<file path="src/rtl/io_bus_arbiter_if.sv">
// Bus bundle for io_bus_arbiter: core and DMA request ports plus the Stage-2/3 port into io_controller.
// The slave modport is the arbiter's view; master is the surrounding system.
interface io_bus_arbiter_if;
  logic [15:0] core_addr;
  logic [15:0] core_wdata;
  logic        core_read_req;
  logic        core_write_req;
  logic        core_stall;

  logic        dma_req;
  logic        dma_we;
  logic [15:0] dma_addr;
  logic [15:0] dma_wdata;
  logic        dma_ready;
  logic        dma_rvalid;
  logic [15:0] dma_rdata;

  logic [15:0] io_addr;
  logic [15:0] io_wdata;
  logic        io_read_req;
  logic        io_write_req;
  logic [15:0] io_rdata;

  modport slave (
    input  core_addr, core_wdata, core_read_req, core_write_req,
    output core_stall,
    input  dma_req, dma_we, dma_addr, dma_wdata,
    output dma_ready, dma_rvalid, dma_rdata,
    output io_addr, io_wdata, io_read_req, io_write_req,
    input  io_rdata
  );

  modport master (
    output core_addr, core_wdata, core_read_req, core_write_req,
    input  core_stall,
    output dma_req, dma_we, dma_addr, dma_wdata,
    input  dma_ready, dma_rvalid, dma_rdata,
    input  io_addr, io_wdata, io_read_req, io_write_req,
    output io_rdata
  );
endinterface

</file>
<file path="src/rtl/io_bus_arbiter.sv">
// Arbitrates core and DMA I/O requests onto one io_controller port: core priority, DMA starvation
// guard, and a one-cycle bubble when a read follows a write to the same device.
module io_bus_arbiter #(
  parameter int unsigned STARVE_LIMIT = 7
) (
  input  logic          clk,
  input  logic          reset,
  input  logic          clk_en,
  io_bus_arbiter_if.slave bus
);

  typedef enum logic [1:0] {SRC_NONE, SRC_CORE, SRC_DMA} src_e;

  localparam logic [3:0] LIMIT = 4'(STARVE_LIMIT);

  logic [3:0]  starve_cnt;
  logic        last_wr;
  logic [10:0] last_wr_dev;
  logic        rd_pend;

  src_e        winner;
  logic        win_read;
  logic [15:0] win_addr;
  logic [15:0] win_wdata;
  logic        core_req;
  logic        run;
  logic        hazard;
  logic        issue;

  assign run      = clk_en & ~reset;
  assign core_req = bus.core_read_req | bus.core_write_req;

  always_comb begin
    // NOTE: every signal gets a default before the branches so no path leaves it unassigned (no latch).
    winner    = SRC_NONE;
    win_read  = 1'b0;
    win_addr  = bus.core_addr;
    win_wdata = bus.core_wdata;
    if (bus.dma_req && (!core_req || starve_cnt == LIMIT)) begin
      winner    = SRC_DMA;
      win_read  = ~bus.dma_we;
      win_addr  = bus.dma_addr;
      win_wdata = bus.dma_wdata;
    end else if (core_req) begin
      winner   = SRC_CORE;
      win_read = bus.core_read_req;
    end
  end

  // Read-after-write to the same device needs one idle slot in io_controller; nobody else takes it.
  assign hazard = last_wr && win_read && (win_addr[14:4] == last_wr_dev);
  assign issue  = run && (winner != SRC_NONE) && !hazard;

  assign bus.io_addr      = win_addr;
  assign bus.io_wdata     = win_wdata;
  assign bus.io_read_req  = issue & win_read;
  assign bus.io_write_req = issue & ~win_read;

  assign bus.dma_ready  = issue && (winner == SRC_DMA);
  assign bus.core_stall = core_req && !(issue && (winner == SRC_CORE)) && !(clk_en && reset);

  // NOTE: reset is synchronous and qualified by clk_en, so it lives inside the enable branch.
  always_ff @(posedge clk) begin
    if (clk_en) begin
      if (reset) begin
        // NOTE: non-blocking assignments for all state so every register sees pre-edge values.
        starve_cnt     <= '0;
        last_wr        <= 1'b0;
        last_wr_dev    <= '0;
        rd_pend        <= 1'b0;
        bus.dma_rvalid <= 1'b0;
        bus.dma_rdata  <= '0;
      end else begin
        if (!bus.dma_req || bus.dma_ready) begin
          starve_cnt <= '0;
        end else if (starve_cnt != LIMIT) begin
          starve_cnt <= starve_cnt + 4'd1;
        end

        if (issue) begin
          last_wr     <= ~win_read;
          last_wr_dev <= win_addr[14:4];
        end else begin
          last_wr <= 1'b0;
        end

        // io_rdata for a read issued last enabled cycle is valid now; capture it for the DMA.
        rd_pend        <= bus.dma_ready & ~bus.dma_we;
        bus.dma_rvalid <= rd_pend;
        if (rd_pend) begin
          bus.dma_rdata <= bus.io_rdata;
        end
      end
    end
  end

endmodule

</file>
<file path="src/flat_wrapper.sv">
// flat-port wrapper written by rule: the top's interface ports become plain ports
module io_bus_arbiter_flat 
#(
  parameter int unsigned STARVE_LIMIT = 7
)
  (clk, reset, clk_en, bus_core_addr, bus_core_wdata, bus_core_read_req, bus_core_write_req, bus_core_stall, bus_dma_req, bus_dma_we, bus_dma_addr, bus_dma_wdata, bus_dma_ready, bus_dma_rvalid, bus_dma_rdata, bus_io_addr, bus_io_wdata, bus_io_read_req, bus_io_write_req, bus_io_rdata);
  io_bus_arbiter_if bus_i ();
  input  logic clk;
  input  logic reset;
  input  logic clk_en;
  input wire logic [$bits(bus_i.core_addr)-1:0] bus_core_addr;
  input wire logic [$bits(bus_i.core_wdata)-1:0] bus_core_wdata;
  input wire logic [$bits(bus_i.core_read_req)-1:0] bus_core_read_req;
  input wire logic [$bits(bus_i.core_write_req)-1:0] bus_core_write_req;
  output wire logic [$bits(bus_i.core_stall)-1:0] bus_core_stall;
  input wire logic [$bits(bus_i.dma_req)-1:0] bus_dma_req;
  input wire logic [$bits(bus_i.dma_we)-1:0] bus_dma_we;
  input wire logic [$bits(bus_i.dma_addr)-1:0] bus_dma_addr;
  input wire logic [$bits(bus_i.dma_wdata)-1:0] bus_dma_wdata;
  output wire logic [$bits(bus_i.dma_ready)-1:0] bus_dma_ready;
  output wire logic [$bits(bus_i.dma_rvalid)-1:0] bus_dma_rvalid;
  output wire logic [$bits(bus_i.dma_rdata)-1:0] bus_dma_rdata;
  output wire logic [$bits(bus_i.io_addr)-1:0] bus_io_addr;
  output wire logic [$bits(bus_i.io_wdata)-1:0] bus_io_wdata;
  output wire logic [$bits(bus_i.io_read_req)-1:0] bus_io_read_req;
  output wire logic [$bits(bus_i.io_write_req)-1:0] bus_io_write_req;
  input wire logic [$bits(bus_i.io_rdata)-1:0] bus_io_rdata;
  assign bus_i.core_addr = bus_core_addr;
  assign bus_i.core_wdata = bus_core_wdata;
  assign bus_i.core_read_req = bus_core_read_req;
  assign bus_i.core_write_req = bus_core_write_req;
  assign bus_core_stall = bus_i.core_stall;
  assign bus_i.dma_req = bus_dma_req;
  assign bus_i.dma_we = bus_dma_we;
  assign bus_i.dma_addr = bus_dma_addr;
  assign bus_i.dma_wdata = bus_dma_wdata;
  assign bus_dma_ready = bus_i.dma_ready;
  assign bus_dma_rvalid = bus_i.dma_rvalid;
  assign bus_dma_rdata = bus_i.dma_rdata;
  assign bus_io_addr = bus_i.io_addr;
  assign bus_io_wdata = bus_i.io_wdata;
  assign bus_io_read_req = bus_i.io_read_req;
  assign bus_io_write_req = bus_i.io_write_req;
  assign bus_i.io_rdata = bus_io_rdata;
  io_bus_arbiter #(.STARVE_LIMIT(STARVE_LIMIT)) u_core (.clk(clk), .reset(reset), .clk_en(clk_en), .bus(bus_i));
endmodule
</file>
<file path="config.mk">
export PLATFORM = sky130hd
export DESIGN_NAME = io_bus_arbiter_flat
export DESIGN_NICKNAME = d
export VERILOG_FILES = /design/src/rtl/io_bus_arbiter_if.sv /design/src/rtl/io_bus_arbiter.sv /design/src/flat_wrapper.sv
export SDC_FILE = /design/constraint.sdc
export NUM_CORES = 1
export LEC_CHECK = 0
export ABC_CLOCK_PERIOD_IN_PS = 3880
export CAP_MARGIN = 20
export CORE_AREA = 2 2 84 86
export CTS_CLUSTER_SIZE = 8
export DETAILED_ROUTE_END_ITERATION = 8
export DIE_AREA = 0 0 86 88
export PLACE_DENSITY = 0.75
export SLEW_MARGIN = 20
export SYNTH_ARGS = -nofsm -noshare
export SYNTH_HDL_FRONTEND = slang
export SYNTH_SLANG_ARGS = --single-unit
</file>
<file path="constraint.sdc">
create_clock -name clk -period 3.88 [get_ports clk]
set_input_delay 0.388 -clock clk [delete_from_list [all_inputs] [get_ports clk]]
set_output_delay 0.388 -clock clk [all_outputs]
set_load 0.02 [all_outputs]
</file>
==> impl_metrics.toml <==
[sta]
slew_headroom = 0.549
rsz0062_at_grt = "false"
setup_violations = 0
period_minus_slack_ps = 3620
tightest_slew_ps = 677
skew_ps = 3.89
hold_violations = 0
slew_viol_final = 0
fmax_ghz = 0.276
fin_crit_sh = 0.934
setup-tns-final_ps = 0

[final_layout]
final-instance-count-excl-fill = 473
fin_nets = 480
final_common_cell = "clkdlybuf4s50_1"
seqCellArea_um2 = 1020
multiInputGateArea_um2 = 1140
drive_gt1_frac = 0.0712
num_antenna_cells = 0
layout_common_cells = "clkdlybuf4s50_1 (138), nand2_1 (86), edfxtp_1 (34), nor2b_1 (24), a21oi_1 (13)"
area_delta_synth_final_pct = 70.6
nFillCells = 609

[setup_path]
required_ps = 3490
critPathTopFamily = "buffers and inverters"
crit_top_cell = "clkdlybuf4s50_1"
end_kind = "output pin"
cp_max_fo = 8
cp-start-kind = "primary input"
crit_type = "in -> out"
slowest_delay_ps = 650
crit_buf_inv = 2
crit_chain = "clkdlybuf4s50_1 > or3b_1 > nand2_4 > mux2i_1 > o22a_1 > and4_4 > nor3_1 > clkdlybuf4s50_1"
crit_slowest_cell = "clkdlybuf4s50_1"
arrival_ps = 3240

[routing]
drt_iter0_markers = 87
ant_nets = 0
drt_wl_total_um = 7160
vias = 2286
drc_errors = 0
post_drt_wl_per_cell_um = 15.1
first_pass_iters = 4
viasPerCell = 4.83

[logic_synthesis]
synth_edf_count = 34
synthTopCellsByArea = "edfxtp_1 (46%), nand2_1 (14%), nor2b_1 (6.7%)"
syn-cell-area_um2 = 2240
synth_area_per_cell_um2 = 9.00
synthDistinctLibCells = 47
netlist.area_leader.share = 0.455
synth_seq_cells = 34
synthFlopType = "edfxtp_1"
async_reset_ff_frac = 0
ys_seq_area_frac = 0.455
syn-num-nets = 337
yosysTopAreaCell = "edfxtp_1"
netlist_instances = 249
yosys_warnings = 0

[die]
io_pins = 140
initial_core_util = 0.337
core-area_um2 = 6640
fp.dieW_um = 86
row_count = 30
dieArea_um2 = 7570
die_height_um = 88

[placed_design]
dp.final_hpwl_um = 5750
gp_congestion = 0.843
placedCellCount = 465
io_buffers = 139

[power_and_ir_drop]
total_power_mw = 1.04
powerDensity_nw_per_um2 = 271
leakage_nw = 1.53
ir_drop_mv = 0.222

[global_route]
grt_use_total = 0.177
grt_max_degree = 31
antenna_found_initial = 0
grt-ovfl-total = 0
grt_pass1_vias = 2189
grt_pass1_wl_um = 10400

[cts]
cts_hold_buf = 0
worstSkewPairLatency_ps = 270
cts_buffers = 5
cts-root-buf = "clkbuf_8"
cts_max_level = 2
path_clk_slew_ps = 70
cts_setup_buffers = 0
clockBufferDepth = 2
clock-sinks = 34
cts_tree = "yes"

[hold_path]
hold_path_class = "reg -> reg"

[flow_run]
max_cap_violations = 0

[status]
status = "finished, final reports clean"
[cells in the mapped netlist (2+ instances only)]
cell	n
a21oi_2	2
inv_1	8
nor3_1	2
a2111oi_4	2
and3_1	2
nor2_1	6
o21ai_0	4
o21ai_1	4
edfxtp_1	34
xnor2_1	6
buf_2	2
buf_1	4
nand3_1	5
a21oi_1	14
nand2b_1	3
nor4_1	2
nor2b_1	24
nand2_1	86
clkbuf_1	3
and2_1	6
nand4_4	2
xor2_1	3
[registers in the layout (all words and copies together), names as in the netlist]
signal / flops
u_core.bus.dma_rdata: 16
u_core.bus.dma_rvalid: 1
u_core.last_wr: 1
u_core.last_wr_dev: 11
u_core.rd_pend: 1
u_core.starve_cnt: 4
[routing by layer]
metal / track usage / routed length, um
met3: 0.0547 / 733
met2: 0.326 / 3510
met5: 0 / 0
met4: 0.0317 / 40
met1: 0.203 / 2880
[report_power, final]
group,total [mW],internal (mW),leakage (nW),switching [mW]
Combinational,0.349,0.187,1.15,0.161
Sequential,0.442,0.431,0.340,0.0116
Clock,0.246,0.123,0.0426,0.122
[final timing paths]
| check | startpoint | slack [ps] | cells after the start | end |
|---|---|---|---|---|
| hold reg to reg | u_core.rd_pend | 580 | 1 | u_core.bus.dma_rvalid |
| hold / removal | u_core.rd_pend | 580 | 1 | u_core.bus.dma_rvalid |
| setup reg to reg | u_core.starve_cnt[0] | 1110 | 7 | u_core.last_wr_dev[8] |
| setup / recovery | bus_dma_req | 260 | 8 | bus_io_read_req |
[area by class of cell]
| type | instances | area share |
|---|---|---|
| clock buffer | 6 | 0.0190 |
| clock inverter | 2 | 0.00229 |
| inverter | 8 | 0.00785 |
| multi-input combinational | 196 | 0.298 |
| sequential | 34 | 0.267 |
| tap | 80 | 0.0262 |
| timing repair buffer | 147 | 0.380 |
[kinds of logic after synthesis]
| family | share of synthesized area |
|---|---|
| and+or+nand+nor | 0.344 |
| AOI/OAI and AO/OA | 0.117 |
| DFF | 0.455 |
| buffers and inverters | 0.0379 |
| xor gates and xnor gates | 0.0352 |
| muxes | 0.00446 |
| adders and majority gates | 0.00558 |
[stage by stage]
| stage | cell area [um^2] | worst slack, ps | utilization | hold WS, ps |
|---|---|---|---|---|
| 6_report | 3830 | 255 | 0.576 | 578 |
| 5_1_grt | 3830 | 140 | 0.576 | 619 |
| 4_1_cts | 3820 | 126 | 0.575 | 586 |
| 3_5_place_dp | 3740 | 142 | 0.563 | 567 |
| 3_3_place_gp | 3740 | 254 | 0.563 | 556 |
| 2_1_floorplan | 2240 | 1180 | - | 500 |
[what timing repair did]
action | CTS | global route
setup endpoints to repair | 0 | 1
gates resized for setup | 0 | 1
hold endpoints to repair | 0 | 0
(Power assumes the default switching activity.)
